===== config.mk =====
export PLATFORM = sky130hd
export DESIGN_NAME = module_lpf_biquad
export DESIGN_NICKNAME = d
export VERILOG_FILES = /design/src/rtl/module_lpf_biquad_pkg.sv /design/src/rtl/module_lpf_biquad.sv
export SDC_FILE = /design/constraint.sdc
export NUM_CORES = 1
export LEC_CHECK = 0
export ABC_AREA = 1
export CAP_MARGIN = 20
export CORE_UTILIZATION = 58
export DETAILED_ROUTE_END_ITERATION = 10
export GPL_ROUTABILITY_DRIVEN = 0
export PLACE_DENSITY = 0.86
export SLEW_MARGIN = 20
export SYNTH_ARGS = -nofsm -noshare
export SYNTH_HDL_FRONTEND = slang
export SYNTH_SLANG_ARGS = --single-unit

===== constraint.sdc =====
create_clock -name clk -period 21.6 [get_ports clk]
set_input_delay 4.32 -clock clk [delete_from_list [all_inputs] [get_ports clk]]
set_output_delay 4.32 -clock clk [all_outputs]
set_load 0.01 [all_outputs]

===== src/rtl/module_lpf_biquad_pkg.sv =====
// Shared constants and types for the direct-form-I low-pass biquad stage.
// Holds the DSP opmode encodings, Q2.16 constants and the flat DSP bus layout.
`timescale 1ns/1ps
package module_lpf_biquad_pkg;

  // DSP opmode encodings
  localparam logic [7:0] DSP_NONE = 8'h00;

  // Q2.16 constants
  localparam logic [17:0] Q_ONE     = 18'h10000;
  localparam logic [17:0] Q_SAT_MAX = 18'h1FFFF;
  localparam logic [17:0] Q_SAT_MIN = 18'h20000;

  typedef enum logic [1:0] {
    StIdle,
    StIssue,
    StDrain
  } state_e;

  typedef struct packed {
    logic [7:0]  opmode;
    logic [17:0] a;
    logic [17:0] b;
    logic [47:0] c;
  } dsp_ins_t;

endpackage


===== src/rtl/module_lpf_biquad.sv =====
// Direct-form-I biquad IIR low-pass stage time-multiplexed onto a shared DSP slice.
// Each sample issues five taps, one per cycle, then drains the DSP pipeline.
`timescale 1ns/1ps
module module_lpf_biquad
  import module_lpf_biquad_pkg::*;
#(
  parameter int unsigned DSP_LAT = 2,
  parameter int unsigned ACC_W   = 40
) (
  input  logic        clk,
  input  logic        reset,
  input  logic [89:0] coefs_flat,
  input  logic        coefs_valid,
  input  logic [17:0] sample_in,
  input  logic        sample_in_valid,
  output logic        sample_in_ready,
  input  logic        hist_clr,
  output logic [17:0] sample_out,
  output logic        sample_out_valid,
  input  logic [83:0] dsp_outs_flat,
  output logic [91:0] dsp_ins_flat
);

  localparam logic signed [ACC_W-1:0] SatHi = {{(ACC_W-18){1'b0}}, Q_SAT_MAX};
  localparam logic signed [ACC_W-1:0] SatLo = {{(ACC_W-18){1'b1}}, Q_SAT_MIN};

  function automatic logic [17:0] sat18(input logic signed [ACC_W-1:0] v);
    if (v > SatHi) begin
      return Q_SAT_MAX;
    end else if (v < SatLo) begin
      return Q_SAT_MIN;
    end
    return v[17:0];
  endfunction

  state_e              state_q;
  logic [2:0]          tap_q;
  logic [89:0]         coefs_act_q;
  logic [89:0]         coefs_shd_q;
  logic                pending_q;
  logic [17:0]         x_q;
  logic [17:0]         x1_q;
  logic [17:0]         x2_q;
  logic [17:0]         y1_q;
  logic [17:0]         y2_q;
  logic signed [ACC_W-1:0] acc_q;
  logic [DSP_LAT-1:0]  pipe_vld_q;
  logic [DSP_LAT-1:0]  pipe_last_q;
  logic [17:0]         sample_out_q;
  logic                sample_out_valid_q;

  logic                issuing;
  logic                tap_last;
  logic [17:0]         tap_coef;
  logic [17:0]         tap_opnd;
  logic [35:0]         m;
  logic signed [ACC_W-1:0] m_ext;
  logic signed [ACC_W-1:0] acc_next;
  logic signed [ACC_W-1:0] acc_shr;
  logic [17:0]         y_sat;
  logic                m_take;
  logic                done;
  dsp_ins_t            dsp_ins;
  logic                unused_p;

  assign issuing  = (state_q == StIssue);
  assign tap_last = (tap_q == 3'd4);

  always_comb begin
    tap_coef = '0;
    tap_opnd = '0;
    unique case (tap_q)
      3'd0: begin tap_coef = coefs_act_q[53:36]; tap_opnd = x_q;  end
      3'd1: begin tap_coef = coefs_act_q[35:18]; tap_opnd = x1_q; end
      3'd2: begin tap_coef = coefs_act_q[17:0];  tap_opnd = x2_q; end
      3'd3: begin tap_coef = coefs_act_q[89:72]; tap_opnd = y1_q; end
      3'd4: begin tap_coef = coefs_act_q[71:54]; tap_opnd = y2_q; end
      default: ;
    endcase
  end

  always_comb begin
    dsp_ins = '0;
    if (issuing) begin
      dsp_ins.opmode = DSP_NONE;
      dsp_ins.a      = tap_coef;
      dsp_ins.b      = tap_opnd;
      dsp_ins.c      = '0;
    end
  end

  assign dsp_ins_flat = dsp_ins;

  // The c1 tap is always issued last, so the "last" flag doubles as "subtract".
  assign m        = dsp_outs_flat[83:48];
  assign m_ext    = {{(ACC_W-36){m[35]}}, m};
  assign m_take   = pipe_vld_q[DSP_LAT-1];
  assign done     = m_take && pipe_last_q[DSP_LAT-1];
  assign acc_next = pipe_last_q[DSP_LAT-1] ? (acc_q - m_ext) : (acc_q + m_ext);
  assign acc_shr  = acc_next >>> 16;
  assign y_sat    = sat18(acc_shr);
  assign unused_p = ^dsp_outs_flat[47:0];

  assign sample_in_ready  = (state_q == StIdle);
  assign sample_out       = sample_out_q;
  assign sample_out_valid = sample_out_valid_q;

  always_ff @(posedge clk or posedge reset) begin
    if (reset) begin
      state_q            <= StIdle;
      tap_q              <= '0;
      coefs_act_q        <= '0;
      coefs_shd_q        <= '0;
      pending_q          <= 1'b0;
      x_q                <= '0;
      x1_q               <= '0;
      x2_q               <= '0;
      y1_q               <= '0;
      y2_q               <= '0;
      acc_q              <= '0;
      pipe_vld_q         <= '0;
      pipe_last_q        <= '0;
      sample_out_q       <= '0;
      sample_out_valid_q <= 1'b0;
    end else begin
      sample_out_valid_q <= 1'b0;
      pipe_vld_q         <= DSP_LAT'({pipe_vld_q, issuing});
      pipe_last_q        <= DSP_LAT'({pipe_last_q, issuing && tap_last});

      // Swap coefficients only between samples; a fresh load wins over the swap.
      if (state_q == StIdle && pending_q) begin
        coefs_act_q <= coefs_shd_q;
        pending_q   <= 1'b0;
      end
      if (coefs_valid) begin
        coefs_shd_q <= coefs_flat;
        pending_q   <= 1'b1;
      end

      if (m_take) begin
        acc_q <= acc_next;
      end

      unique case (state_q)
        StIdle: begin
          if (sample_in_valid) begin
            x_q     <= sample_in;
            acc_q   <= '0;
            tap_q   <= '0;
            state_q <= StIssue;
          end
        end
        StIssue: begin
          if (tap_last) begin
            state_q <= StDrain;
          end else begin
            tap_q <= tap_q + 3'd1;
          end
        end
        StDrain: begin
          if (done) begin
            state_q <= StIdle;
          end
        end
        default: state_q <= StIdle;
      endcase

      if (done) begin
        sample_out_q       <= y_sat;
        sample_out_valid_q <= 1'b1;
        x2_q               <= x1_q;
        x1_q               <= x_q;
        y2_q               <= y1_q;
        y1_q               <= y_sat;
      end

      if (hist_clr) begin
        x1_q <= '0;
        x2_q <= '0;
        y1_q <= '0;
        y2_q <= '0;
      end
    end
  end

endmodule


==> results of run 1 <==
==> layout by cell type, fill, tap and decap left out, types with 16 or more instances in the layout <==
| cell type | n |
|---|---|
| sky130_fd_sc_hd__nand2_1 | 515 |
| sky130_fd_sc_hd__inv_1 | 347 |
| sky130_fd_sc_hd__dfrtp_1 | 339 |
| sky130_fd_sc_hd__o21ai_0 | 223 |
| sky130_fd_sc_hd__clkdlybuf4s50_1 | 203 |
| sky130_fd_sc_hd__nor2_1 | 171 |
| sky130_fd_sc_hd__o22ai_1 | 102 |
| sky130_fd_sc_hd__nand3_1 | 73 |
| sky130_fd_sc_hd__conb_1 | 56 |
| sky130_fd_sc_hd__ha_1 | 45 |
| sky130_fd_sc_hd__a21oi_1 | 44 |
| sky130_fd_sc_hd__xor2_1 | 42 |
| sky130_fd_sc_hd__nand2_2 | 38 |
| sky130_fd_sc_hd__clkbuf_16 | 37 |
| sky130_fd_sc_hd__nor3_1 | 27 |
| sky130_fd_sc_hd__mux2_2 | 24 |
| sky130_fd_sc_hd__o211ai_1 | 16 |
| sky130_fd_sc_hd__buf_4 | 16 |
==> layout make-up <==
type | count | share of cell area
clock inverters | 17 | 0.0110
flip-flops and latches | 339 | 0.392
repair buffers | 220 | 0.101
multi-input cells | 1510 | 0.365
well taps | 396 | 0.0229
clock buffers | 47 | 0.0459
inverters | 356 | 0.0622
==> registers in the layout (all words and copies together), names as in the netlist <==
register	flops
x_q	18
coefs_act_q	90
x1_q	18
pending_q	1
sample_out_valid	1
tap_q	3
coefs_shd_q	90
state_q	2
acc_q	40
pipe_last_q	2
y1_q	18
y2_q	18
sample_out	18
x2_q	18
pipe_vld_q	2
==> how the worst min path moves through the flow <==
stage / startpoint / to / slack, ns / depth (start not counted)
finish: pipe_vld_q[0]$_DFF_PP0_ / pipe_vld_q[1]$_DFF_PP0_ / 0.34 / 0
global route: pipe_vld_q[0]$_DFF_PP0_ / pipe_vld_q[1]$_DFF_PP0_ / 0.35 / 0
CTS: pipe_last_q[0]$_DFF_PP0_ / pipe_last_q[1]$_DFF_PP0_ / 0.34 / 0
detailed placement: pipe_last_q[0]$_DFF_PP0_ / pipe_last_q[1]$_DFF_PP0_ / 0.34 / 0
global placement: pipe_last_q[0]$_DFF_PP0_ / pipe_last_q[1]$_DFF_PP0_ / 0.34 / 0
floorplan: pipe_last_q[0]$_DFF_PP0_ / pipe_last_q[1]$_DFF_PP0_ / 0.33 / 0
==> where the power goes <==
group | leakage, nW | internal [mW] | switching (mW)
Sequential | 4.24 | 0.827 | 0.101
Clock | 0.603 | 0.388 | 0.262
Combinational | 5.68 | 0.547 | 0.997
==> per-layer routing <==
metal,vias to the layer above,GRT usage
li1,7608,-
met1,7718,0.390
met2,823,0.510
met3,137,0.0444
met4,0,0.134
met5,-,0
==> worst max-delay path, stage by stage (launching register included) <==
cell	delay [ns]
sky130_fd_sc_hd__dfrtp_1	0.85
sky130_fd_sc_hd__clkinv_1	1.07
sky130_fd_sc_hd__ha_1	0.90
sky130_fd_sc_hd__clkinv_1	0.52
sky130_fd_sc_hd__o22ai_1	0.21
sky130_fd_sc_hd__nor3_1	0.28
sky130_fd_sc_hd__nor2_1	0.07
sky130_fd_sc_hd__clkdlybuf4s50_1	0.48
==> kinds of logic after synthesis <==
group | share of synthesized area
compound gates | 0.139
xor+xnor | 0.0253
fa+ha+maj | 0.0318
buf+inv | 0.119
flops | 0.462
mux | 0.0147
other cells | 0.000204
simple gates | 0.207
==> metrics.json, run 1 <==
{
  "outcome": {
    "run_status": "complete, but fails checks",
    "failing_checks": "design-rule violations"
  },
  "power": {
    "total_power_mw": 3.12,
    "power_leakage_nw": 10.5,
    "worst_vdd_rail_ir_drop_v": 0.0000913,
    "power_density_nw_per_um2": 144
  },
  "finish": {
    "syn2layout_area_growth_pct": 17.9,
    "post-route-cell-area_sq_um": 21600,
    "multi_input_comb_area_sq_um": 7900,
    "nets": 2706,
    "filler_cell_count": 2308,
    "post_route_cells_drive_above_1_share": 0.0747,
    "final_std_cells_w_o_fill": 2885,
    "insertedDiodeCount": 0,
    "finish.utilization": 0.702,
    "footprint_of_the_flip_flops_and_latches_sq_um": 8480
  },
  "logic_synthesis": {
    "synth_cell_type_count": 46,
    "synthCells": 2307,
    "synth-warning-count": 0,
    "yosysTopAreaCellShare": 0.462,
    "ys_async_sr_fraction": 1.00,
    "most_frequent_cell_after_synthesis": "sky130_fd_sc_hd__nand2_1",
    "synth_seq_cells": 339,
    "synth-main-ff-cell": "sky130_fd_sc_hd__dfrtp_1",
    "synth_area_leaders": "sky130_fd_sc_hd__dfrtp_1, sky130_fd_sc_hd__nand2_1, sky130_fd_sc_hd__inv_1",
    "synth-edff-count": 0,
    "synth_common_cells": "sky130_fd_sc_hd__nand2_1, sky130_fd_sc_hd__inv_1, sky130_fd_sc_hd__dfrtp_1",
    "synth.largest_area_cell": "sky130_fd_sc_hd__dfrtp_1",
    "syn_area_per_cell_sq_um": 7.95,
    "cell_area_after_technology_mapping_sq_um": 18300,
    "synth.yosys.seq_area_share": 0.462
  },
  "drt": {
    "drtPass1Iterations": 10,
    "drt-total-wl_mm": 48.7,
    "route.met3.wl_mm": 3.84,
    "m1WireLength_mm": 19.2,
    "antenna_violating_nets_post_route": 0,
    "maxUsedRoutingLayer": "met4",
    "avgRoutedWirePerCell_um": 16.9,
    "vias": 16286,
    "post-route-drc-count": 18,
    "dr_wl_met2_mm": 23.6,
    "route.detailed.vias_per_inst": 5.65,
    "drt_iter0_drc": 1664
  },
  "sta": {
    "period_utilization_post_route": 0.427,
    "maxClockFrequency_mhz": 108,
    "clock_period_minus_final_worst_setup_slack_ns": 9.22,
    "max_transition_margin": 0.294,
    "slew_viol_final": 0,
    "hold_violations": 0,
    "totalNegativeSetupSlack_ns": 0,
    "postLayoutSetupSlackWorst_ns": 12.38,
    "fin_worst_hold_slack_ns": 0.338,
    "timing.clock.skew_ns": 0.0211,
    "rsz0062_at_grt": "no",
    "setup_viol_count_final": 0,
    "max_slew.worst_pin.slew_ns": 1.05
  },
  "worst_setup_path": {
    "worst-path-max-fanout": 34,
    "timing.rr.start": "pipe_last_q[1]$_DFF_PP0_",
    "r2r.worst_path.cells": 22,
    "cp.required_ns": 17.28,
    "critPathLaunchType": "register",
    "reg2reg_slack_ns": 17.26,
    "timing.critical_path.from": "tap_q[2]$_DFFE_PP0P_",
    "worstSetupEndpoint": "dsp_ins_flat[52]",
    "path_class": "register to output port",
    "crit_arrival_ns": 4.90,
    "crit-reg2reg-capture": "sample_out[2]$_DFFE_PP0P_",
    "cp-end-kind": "output port"
  },
  "clock_tree": {
    "root_buffer": "sky130_fd_sc_hd__clkbuf_16",
    "cts_num_sinks": 339,
    "clkLatencyLatePin_ns": 0.53,
    "postCtsSetupRepairBufs": 0,
    "ctsResizeCount": 0,
    "tritoncts": "yes",
    "cts_hold_buf": 0,
    "cts_inserted_buffers": 36,
    "cts_max_path_buffers": 3,
    "cts_clock_pin_slew_for_the_worst_setup_and_hold_paths_ns": 0.06,
    "htree_levels": 2
  },
  "die": {
    "die_w_um": 180,
    "die_area_sq_um": 32300,
    "chipHeight_um": 180,
    "start_util": 0.595,
    "core.rowCount": 64,
    "core_area_sq_um": 30800,
    "io_pins": 309
  },
  "grt": {
    "first_pass_grt_wire_length_mm": 79.6,
    "largest_net_degree_at_the_start_of_global_routing": 139,
    "number_of_global_route_vias_before_repair": 15974,
    "grt_antenna_before_repair": 0,
    "grt_use_total": 0.303,
    "overflow": 0
  },
  "placement": {
    "dp_hpwl_mm": 33.2,
    "port-buffer-count": 204,
    "placement.cell_area_sq_um": 20400,
    "place_ws_ns": 12.13,
    "post-place-cells": 2820
  },
  "min_path": {
    "hold_path.class": "register to register"
  },
  "run": {
    "number_of_maximum_capacitance_violations": 0
  }
}
(Power assumes the default switching activity.)
==> inputs of run 2 (changes only) <==
--- a/config.mk
+++ b/config.mk
@@ -7,10 +7,10 @@
 export LEC_CHECK = 0
 export ABC_AREA = 1
 export CAP_MARGIN = 20
-export CORE_UTILIZATION = 58
+export CORE_UTILIZATION = 54
 export DETAILED_ROUTE_END_ITERATION = 10
 export GPL_ROUTABILITY_DRIVEN = 0
-export PLACE_DENSITY = 0.86
+export PLACE_DENSITY = 0.81
 export SLEW_MARGIN = 20
 export SYNTH_ARGS = -nofsm -noshare
 export SYNTH_HDL_FRONTEND = slang
==> constraint.sdc (replaced) <==
create_clock -name clk -period 9.45 [get_ports clk]
set_input_delay 1.89 -clock clk [delete_from_list [all_inputs] [get_ports clk]]
set_output_delay 1.89 -clock clk [all_outputs]
set_load 0.01 [all_outputs]
==> metrics.json, run 2 (synthesized netlist as in run 1, its figures left out) <==
{
  "sta": {
    "slew_viol_final": {"value": 0, "change": "unchanged"},
    "timing.clock.skew": {"value": 0.0212, "unit": "ns", "change": "was 0.0211 ns"},
    "postLayoutSetupSlackWorst": {"value": 2.52, "unit": "ns", "change": "was 12.38 ns"},
    "max_slew.worst_pin.slew": {"value": 1.06, "unit": "ns", "change": "was 1.05 ns"},
    "clock_period_minus_final_worst_setup_slack_ns": 6.93,
    "rsz0062_at_grt": {"value": "no", "change": "unchanged"},
    "totalNegativeSetupSlack": {"value": 0, "unit": "ns", "change": "unchanged"},
    "hold_violations": {"value": 0, "change": "unchanged"},
    "max_transition_margin": {"value": 0.292, "change": "was 0.294"},
    "period_utilization_post_route": 0.733,
    "setup_viol_count_final": {"value": 0, "change": "unchanged"},
    "maxClockFrequency_mhz": 144
  },
  "clock_tree": {
    "postCtsSetupRepairBufs": {"value": 0, "change": "unchanged"},
    "cts_inserted_buffers": {"value": 37, "change": "was 36"},
    "cts_clock_pin_slew_for_the_worst_setup_and_hold_paths": {"value": 0.06, "unit": "ns", "change": "about the same"},
    "clkLatencyLatePin": {"value": 0.53, "unit": "ns", "change": "about the same"},
    "tritoncts": {"value": "yes", "change": "unchanged"},
    "cts_hold_buf": {"value": 0, "change": "unchanged"},
    "cts_max_path_buffers": {"value": 3, "change": "unchanged"},
    "ctsResizeCount": {"value": 0, "change": "unchanged"},
    "cts_num_sinks": {"value": 339, "change": "unchanged"},
    "htree_levels": {"value": 2, "change": "unchanged"},
    "root_buffer": {"value": "sky130_fd_sc_hd__clkbuf_16", "change": "unchanged"}
  },
  "finish": {
    "syn2layout_area_growth": {"value": 17.9, "unit": "%", "change": "about the same"},
    "final_cell_mix": {"value": "sky130_fd_sc_hd__nand2_1, sky130_fd_sc_hd__inv_1, sky130_fd_sc_hd__dfrtp_1", "change": "unchanged"},
    "nets": {"value": 2706, "change": "unchanged"},
    "reg.largest.list": {"value": "coefs_act_q x90, coefs_shd_q x90, acc_q x40", "change": "unchanged"},
    "layout.cells.most_common": {"value": "sky130_fd_sc_hd__nand2_1", "change": "unchanged"},
    "post_route_cells_drive_above_1_share": {"value": 0.0740, "change": "was 0.0747"},
    "insertedDiodeCount": {"value": 0, "change": "unchanged"}
  },
  "drt": {
    "drtPass1Iterations": {"value": 5, "change": "was 10"},
    "avgRoutedWirePerCell": {"value": 16.2, "unit": "um", "change": "was 16.9 um"},
    "route.detailed.vias_per_inst": {"value": 5.41, "change": "was 5.65"},
    "post-route-drc-count": {"value": 0, "change": "was 18"},
    "drt-total-wl": {"value": 47.6, "unit": "mm", "change": "was 48.7 mm"},
    "vias": {"value": 15889, "change": "was 16,286"},
    "antenna_violating_nets_post_route": {"value": 0, "change": "unchanged"},
    "drt_iter0_drc": {"value": 1313, "change": "was 1,664"}
  },
  "worst_setup_path": {
    "cp-end-kind": {"value": "output port", "change": "unchanged"},
    "cp_slowest_stage_delay": {"value": 1.09, "unit": "ns", "change": "was 1.07 ns"},
    "cp.required": {"value": 7.56, "unit": "ns", "change": "was 17.28 ns"},
    "critPathLaunchType": {"value": "register", "change": "unchanged"},
    "crit_family": {"value": "buffers and inverters", "change": "unchanged"},
    "crit_arrival": {"value": 5.04, "unit": "ns", "change": "was 4.90 ns"},
    "timing.critical_path.buf_inv": {"value": 3, "change": "unchanged"},
    "timing.critical_path.cells": {"value": "clkinv_1 -> ha_1 -> clkinv_1 -> o22ai_1 -> nor3_1 -> nor2_1 -> clkdlybuf4s50_1", "change": "unchanged"},
    "timing.critical_path.slowest_stage_cell": {"value": "sky130_fd_sc_hd__clkinv_1", "change": "unchanged"},
    "worst-path-max-fanout": {"value": 34, "change": "unchanged"},
    "critical-path-top-cell-by-count": {"value": "sky130_fd_sc_hd__clkinv_1", "change": "unchanged"},
    "reg2reg_slack": {"value": 5.22, "unit": "ns", "change": "was 17.26 ns"},
    "path_class": {"value": "register to output port", "change": "unchanged"}
  },
  "min_path": {
    "hold_path.class": {"value": "register to register", "change": "unchanged"}
  },
  "placement": {
    "place_ws": {"value": 2.40, "unit": "ns", "change": "was 12.13 ns"},
    "port-buffer-count": {"value": 204, "change": "unchanged"},
    "dp_hpwl": {"value": 32.6, "unit": "mm", "change": "was 33.2 mm"}
  },
  "grt": {
    "number_of_global_route_vias_before_repair": {"value": 15660, "change": "was 15,974"},
    "largest_net_degree_at_the_start_of_global_routing": {"value": 191, "change": "was 139"},
    "grt_use_total": {"value": 0.273, "change": "was 0.303"},
    "grt_antenna_before_repair": {"value": 0, "change": "unchanged"},
    "overflow": {"value": 0, "change": "unchanged"},
    "first_pass_grt_wire_length": {"value": 77.3, "unit": "mm", "change": "was 79.6 mm"}
  },
  "die": {
    "io_pins": {"value": 309, "change": "unchanged"},
    "chipHeight": {"value": 186, "unit": "um", "change": "was 180 um"},
    "die_w": {"value": 186, "unit": "um", "change": "was 180 um"},
    "start_util": {"value": 0.548, "change": "was 0.595"},
    "core.rowCount": {"value": 67, "change": "was 64"},
    "core_area": {"value": 33400, "unit": "sq um", "change": "was 30,800 sq um"},
    "die_area": {"value": 34700, "unit": "sq um", "change": "was 32,300 sq um"}
  },
  "power": {
    "seq_power_share": {"value": 0.302, "change": "was 0.297"},
    "p_comb_frac": {"value": 0.500, "change": "was 0.495"},
    "internal_power": {"value": 3.92, "unit": "mW", "change": "was 1.76 mW"},
    "total_power": {"value": 6.99, "unit": "mW", "change": "was 3.12 mW"},
    "power_leakage": {"value": 10.5, "unit": "nW", "change": "about the same"},
    "worst_vdd_rail_ir_drop": {"value": 0.000192, "unit": "V", "change": "was 0.0000913 V"},
    "netSwitchingFraction": {"value": 0.439, "change": "was 0.436"},
    "power_density": {"value": 323, "unit": "nW/um^2", "change": "was 144 nW/um^2"},
    "proportion_of_power_drawn_by_the_clock_network": {"value": 0.197, "change": "was 0.208"},
    "power_switching": {"value": 3.07, "unit": "mW", "change": "was 1.36 mW"}
  },
  "run": {
    "number_of_maximum_capacitance_violations": {"value": 0, "change": "unchanged"}
  },
  "outcome": {
    "run_status": {"value": "finished, final reports clean", "change": "was complete, but fails checks"}
  }
}
run 2: through the flow:
stage | hold slack [ns] | std cells | utilization | instance area [sq um]
6_report | 0.350 | 2935 | 0.646 | 21600
4_1_cts | 0.355 | 2935 | 0.646 | 21600
3_5_place_dp | 0.344 | 2872 | 0.612 | 20500
2_1_floorplan | 0.331 | 2362 | - | 18600
5_1_grt | 0.363 | 2935 | 0.646 | 21600
3_3_place_gp | 0.334 | 2872 | 0.612 | 20500
run 2: area by class of cell:
cell class | count | area [sq um]
clock inverter | 12 | 98.8
fill | 2738 | 11800
multi-input combinational | 1510 | 7910
timing repair buffer | 219 | 2170
sequential | 339 | 8480
clock buffer | 51 | 1060
inverter | 356 | 1340
tap | 448 | 561
run 2: final timing paths:
kind / to / cells past startpoint / startpoint
min reg2reg: pipe_last_q[1]$_DFF_PP0_ / 0 / pipe_last_q[0]$_DFF_PP0_
max in group asynchronous: coefs_act_q[49]$_DFFE_PP0P_ / 4 / reset
max reg2reg: sample_out[3]$_DFFE_PP0P_ / 21 / pipe_last_q[1]$_DFF_PP0_
min in group asynchronous: acc_q[8]$_DFF_PP0_ / 3 / reset
max: dsp_ins_flat[56] / 7 / tap_q[2]$_DFFE_PP0P_
min: pipe_last_q[1]$_DFF_PP0_ / 0 / pipe_last_q[0]$_DFF_PP0_
run 2: power by group through the flow:
stage | Combinational (mW) | Clock, mW | Sequential [mW]
after global placement | 3.34 | 0 | 2.11
after floorplan | 2.45 | 0 | 2.08
after global routing | 3.87 | 1.45 | 2.16
after detailed placement | 3.42 | 0 | 2.13
final | 3.50 | 1.38 | 2.11
after CTS | 3.46 | 1.40 | 2.11
run 2: metal layers:
layer / vias up / track usage / part of all wire
li1: 7591 / - / -
met1: 7542 / 0.358 / 0.42
met2: 639 / 0.455 / 0.48
met3: 117 / 0.0393 / 0.066
met4: 0 / 0.116 / 0.039
met5: - / 0 / 0
==> inputs of run 3 (changes only) <==
==> constraint.sdc (replaced) <==
create_clock -name clk -period 7 [get_ports clk]
set_input_delay 1.4 -clock clk [delete_from_list [all_inputs] [get_ports clk]]
set_output_delay 1.4 -clock clk [all_outputs]
set_load 0.01 [all_outputs]
==> metrics.json, run 3 (synthesized netlist as in run 1, its figures left out) <==
{
  "finish": {
    "reg.largest.list": {"value": "coefs_act_q x90, coefs_shd_q x90, acc_q x40", "change": "unchanged"},
    "final_std_cells_w_o_fill": {"value": 2940, "change": "was 2,935"},
    "layout.cells.most_common": {"value": "sky130_fd_sc_hd__nand2_1", "change": "unchanged"},
    "syn2layout_area_growth": {"value": 18.7, "unit": "%", "change": "was 17.9%"},
    "post_route_cells_drive_above_1_share": {"value": 0.0774, "change": "was 0.0740"},
    "post-route-cell-area": {"value": 21800, "unit": "sq um", "change": "was 21,600 sq um"},
    "footprint_of_the_flip_flops_and_latches": {"value": 8480, "unit": "sq um", "change": "unchanged"},
    "filler_cell_count": {"value": 2807, "change": "was 2,738"},
    "insertedDiodeCount": {"value": 0, "change": "unchanged"},
    "finish.utilization": {"value": 0.651, "change": "was 0.646"},
    "nets": {"value": 2709, "change": "was 2,706"},
    "multi_input_comb_area": {"value": 7910, "unit": "sq um", "change": "unchanged"},
    "final_cell_mix": {"value": "sky130_fd_sc_hd__nand2_1, sky130_fd_sc_hd__inv_1, sky130_fd_sc_hd__dfrtp_1", "change": "unchanged"}
  },
  "placement": {
    "placement.cell_area": {"value": 20500, "unit": "sq um", "change": "about the same"},
    "dp_hpwl": {"value": 33.1, "unit": "mm", "change": "was 32.6 mm"},
    "post-place-cells": {"value": 2874, "change": "was 2,872"},
    "place_ws": {"value": 0.939, "unit": "ns", "change": "was 2.40 ns"},
    "port-buffer-count": {"value": 204, "change": "unchanged"}
  },
  "worst_setup_path": {
    "critPathLaunchType": {"value": "register", "change": "unchanged"},
    "reg2reg_slack": {"value": 2.84, "unit": "ns", "change": "was 5.22 ns"},
    "path_class": {"value": "register to output port", "change": "unchanged"},
    "timing.critical_path.from": {"value": "tap_q[2]$_DFFE_PP0P_", "change": "unchanged"},
    "crit_arrival": {"value": 4.51, "unit": "ns", "change": "was 5.04 ns"},
    "cp.required": {"value": 5.60, "unit": "ns", "change": "was 7.56 ns"},
    "cp-end-kind": {"value": "output port", "change": "unchanged"},
    "worst-path-max-fanout": {"value": 21, "change": "was 34"},
    "timing.rr.start": {"value": "pipe_last_q[1]$_DFF_PP0_", "change": "unchanged"}
  },
  "die": {
    "core.rowCount": {"value": 67, "change": "unchanged"},
    "die_w": {"value": 186, "unit": "um", "change": "unchanged"},
    "core_area": {"value": 33400, "unit": "sq um", "change": "unchanged"},
    "start_util": {"value": 0.548, "change": "unchanged"},
    "die_area": {"value": 34700, "unit": "sq um", "change": "unchanged"},
    "io_pins": {"value": 309, "change": "unchanged"},
    "chipHeight": {"value": 186, "unit": "um", "change": "unchanged"}
  },
  "power": {
    "power_leakage": {"value": 10.6, "unit": "nW", "change": "was 10.5 nW"},
    "power_density": {"value": 440, "unit": "nW/um^2", "change": "was 323 nW/um^2"},
    "total_power": {"value": 9.57, "unit": "mW", "change": "was 6.99 mW"},
    "worst_vdd_rail_ir_drop": {"value": 0.000348, "unit": "V", "change": "was 0.000192 V"}
  },
  "grt": {
    "first_pass_grt_wire_length": {"value": 76.9, "unit": "mm", "change": "was 77.3 mm"},
    "grt_antenna_before_repair": {"value": 0, "change": "unchanged"},
    "grt_use_total": {"value": 0.272, "change": "was 0.273"},
    "number_of_global_route_vias_before_repair": {"value": 15639, "change": "was 15,660"},
    "overflow": {"value": 0, "change": "unchanged"},
    "largest_net_degree_at_the_start_of_global_routing": {"value": 168, "change": "was 191"}
  },
  "drt": {
    "drtPass1Iterations": {"value": 7, "change": "was 5"},
    "drt_iter0_drc": {"value": 1281, "change": "was 1,313"},
    "antenna_violating_nets_post_route": {"value": 0, "change": "unchanged"},
    "vias": {"value": 15818, "change": "was 15,889"},
    "avgRoutedWirePerCell": {"value": 16.1, "unit": "um", "change": "was 16.2 um"},
    "route.detailed.vias_per_inst": {"value": 5.38, "change": "was 5.41"},
    "post-route-drc-count": {"value": 0, "change": "unchanged"},
    "drt-total-wl": {"value": 47.2, "unit": "mm", "change": "was 47.6 mm"}
  },
  "clock_tree": {
    "clkLatencyLatePin": {"value": 0.53, "unit": "ns", "change": "about the same"},
    "root_buffer": {"value": "sky130_fd_sc_hd__clkbuf_16", "change": "unchanged"},
    "tritoncts": {"value": "yes", "change": "unchanged"},
    "htree_levels": {"value": 2, "change": "unchanged"},
    "cts_clock_pin_slew_for_the_worst_setup_and_hold_paths": {"value": 0.06, "unit": "ns", "change": "about the same"},
    "ctsResizeCount": {"value": 0, "change": "unchanged"},
    "postCtsSetupRepairBufs": {"value": 0, "change": "unchanged"},
    "cts_max_path_buffers": {"value": 3, "change": "unchanged"},
    "cts_inserted_buffers": {"value": 37, "change": "unchanged"},
    "cts_hold_buf": {"value": 0, "change": "unchanged"},
    "cts_num_sinks": {"value": 339, "change": "unchanged"}
  },
  "sta": {
    "postLayoutSetupSlackWorst": {"value": 1.09, "unit": "ns", "change": "was 2.52 ns"},
    "fin_worst_hold_slack": {"value": 0.348, "unit": "ns", "change": "was 0.350 ns"},
    "max_slew.worst_pin.slew": {"value": 1.11, "unit": "ns", "change": "was 1.06 ns"},
    "hold_violations": {"value": 0, "change": "unchanged"},
    "period_utilization_post_route": 0.844,
    "timing.clock.skew": {"value": 0.0132, "unit": "ns", "change": "was 0.0212 ns"},
    "maxClockFrequency_mhz": 169,
    "rsz0062_at_grt": {"value": "no", "change": "unchanged"},
    "clock_period_minus_final_worst_setup_slack_ns": 5.91,
    "setup_viol_count_final": {"value": 0, "change": "unchanged"},
    "slew_viol_final": {"value": 0, "change": "unchanged"},
    "max_transition_margin": {"value": 0.259, "change": "was 0.292"},
    "totalNegativeSetupSlack": {"value": 0, "unit": "ns", "change": "unchanged"}
  },
  "run": {
    "number_of_maximum_capacitance_violations": {"value": 0, "change": "unchanged"}
  },
  "min_path": {
    "hold_path_startpoint": {"value": "pipe_last_q[0]$_DFF_PP0_", "change": "unchanged"},
    "hold_path.class": {"value": "register to register", "change": "unchanged"}
  },
  "outcome": {
    "run_status": {"value": "finished, final reports clean", "change": "unchanged"}
  }
}
## run 3: area by class of cell
class	count	share of cell area
Clock inverter	11	0.00649
Clock buffer	54	0.0524
Tap cell	448	0.0257
Sequential cell	339	0.390
Inverter	356	0.0616
Timing Repair Buffer	222	0.101
Multi-Input combinational cell	1510	0.363
## run 3: routing by layer
metal,GRT usage,vias to the layer above,wire [um]
li1,-,7611,-
met1,0.355,7458,19700
met2,0.447,616,22200
met3,0.0410,133,3040
met4,0.126,0,2230
met5,0,-,0
## run 3: report_power, final
part | internal (mW) | switching (mW)
clock network | 1.21 | 0.798
registers | 2.55 | 0.303
logic | 1.68 | 3.03
## run 3: path summary, 6_finish.rpt
check / endpoint / cells past startpoint
worst max-delay path: dsp_ins_flat[65] / 7
worst min-delay path: pipe_last_q[1]$_DFF_PP0_ / 0
worst max register to register: sample_out[4]$_DFFE_PP0P_ / 21
worst min register to register: pipe_last_q[1]$_DFF_PP0_ / 0
max in group asynchronous: x2_q[4]$_DFFE_PP0P_ / 4
min in group asynchronous: coefs_shd_q[72]$_DFFE_PP0P_ / 2
## run 3: worst max-delay path: stages, from the launching register on
cell and delay [ns]:
sky130_fd_sc_hd__dfrtp_1 0.70, sky130_fd_sc_hd__clkinv_1 0.36, sky130_fd_sc_hd__ha_1 0.82, sky130_fd_sc_hd__clkinv_1 0.81, sky130_fd_sc_hd__o22ai_1 0.38, sky130_fd_sc_hd__nor3_1 0.10, sky130_fd_sc_hd__nor2_1 0.22, sky130_fd_sc_hd__clkdlybuf4s50_1 0.58
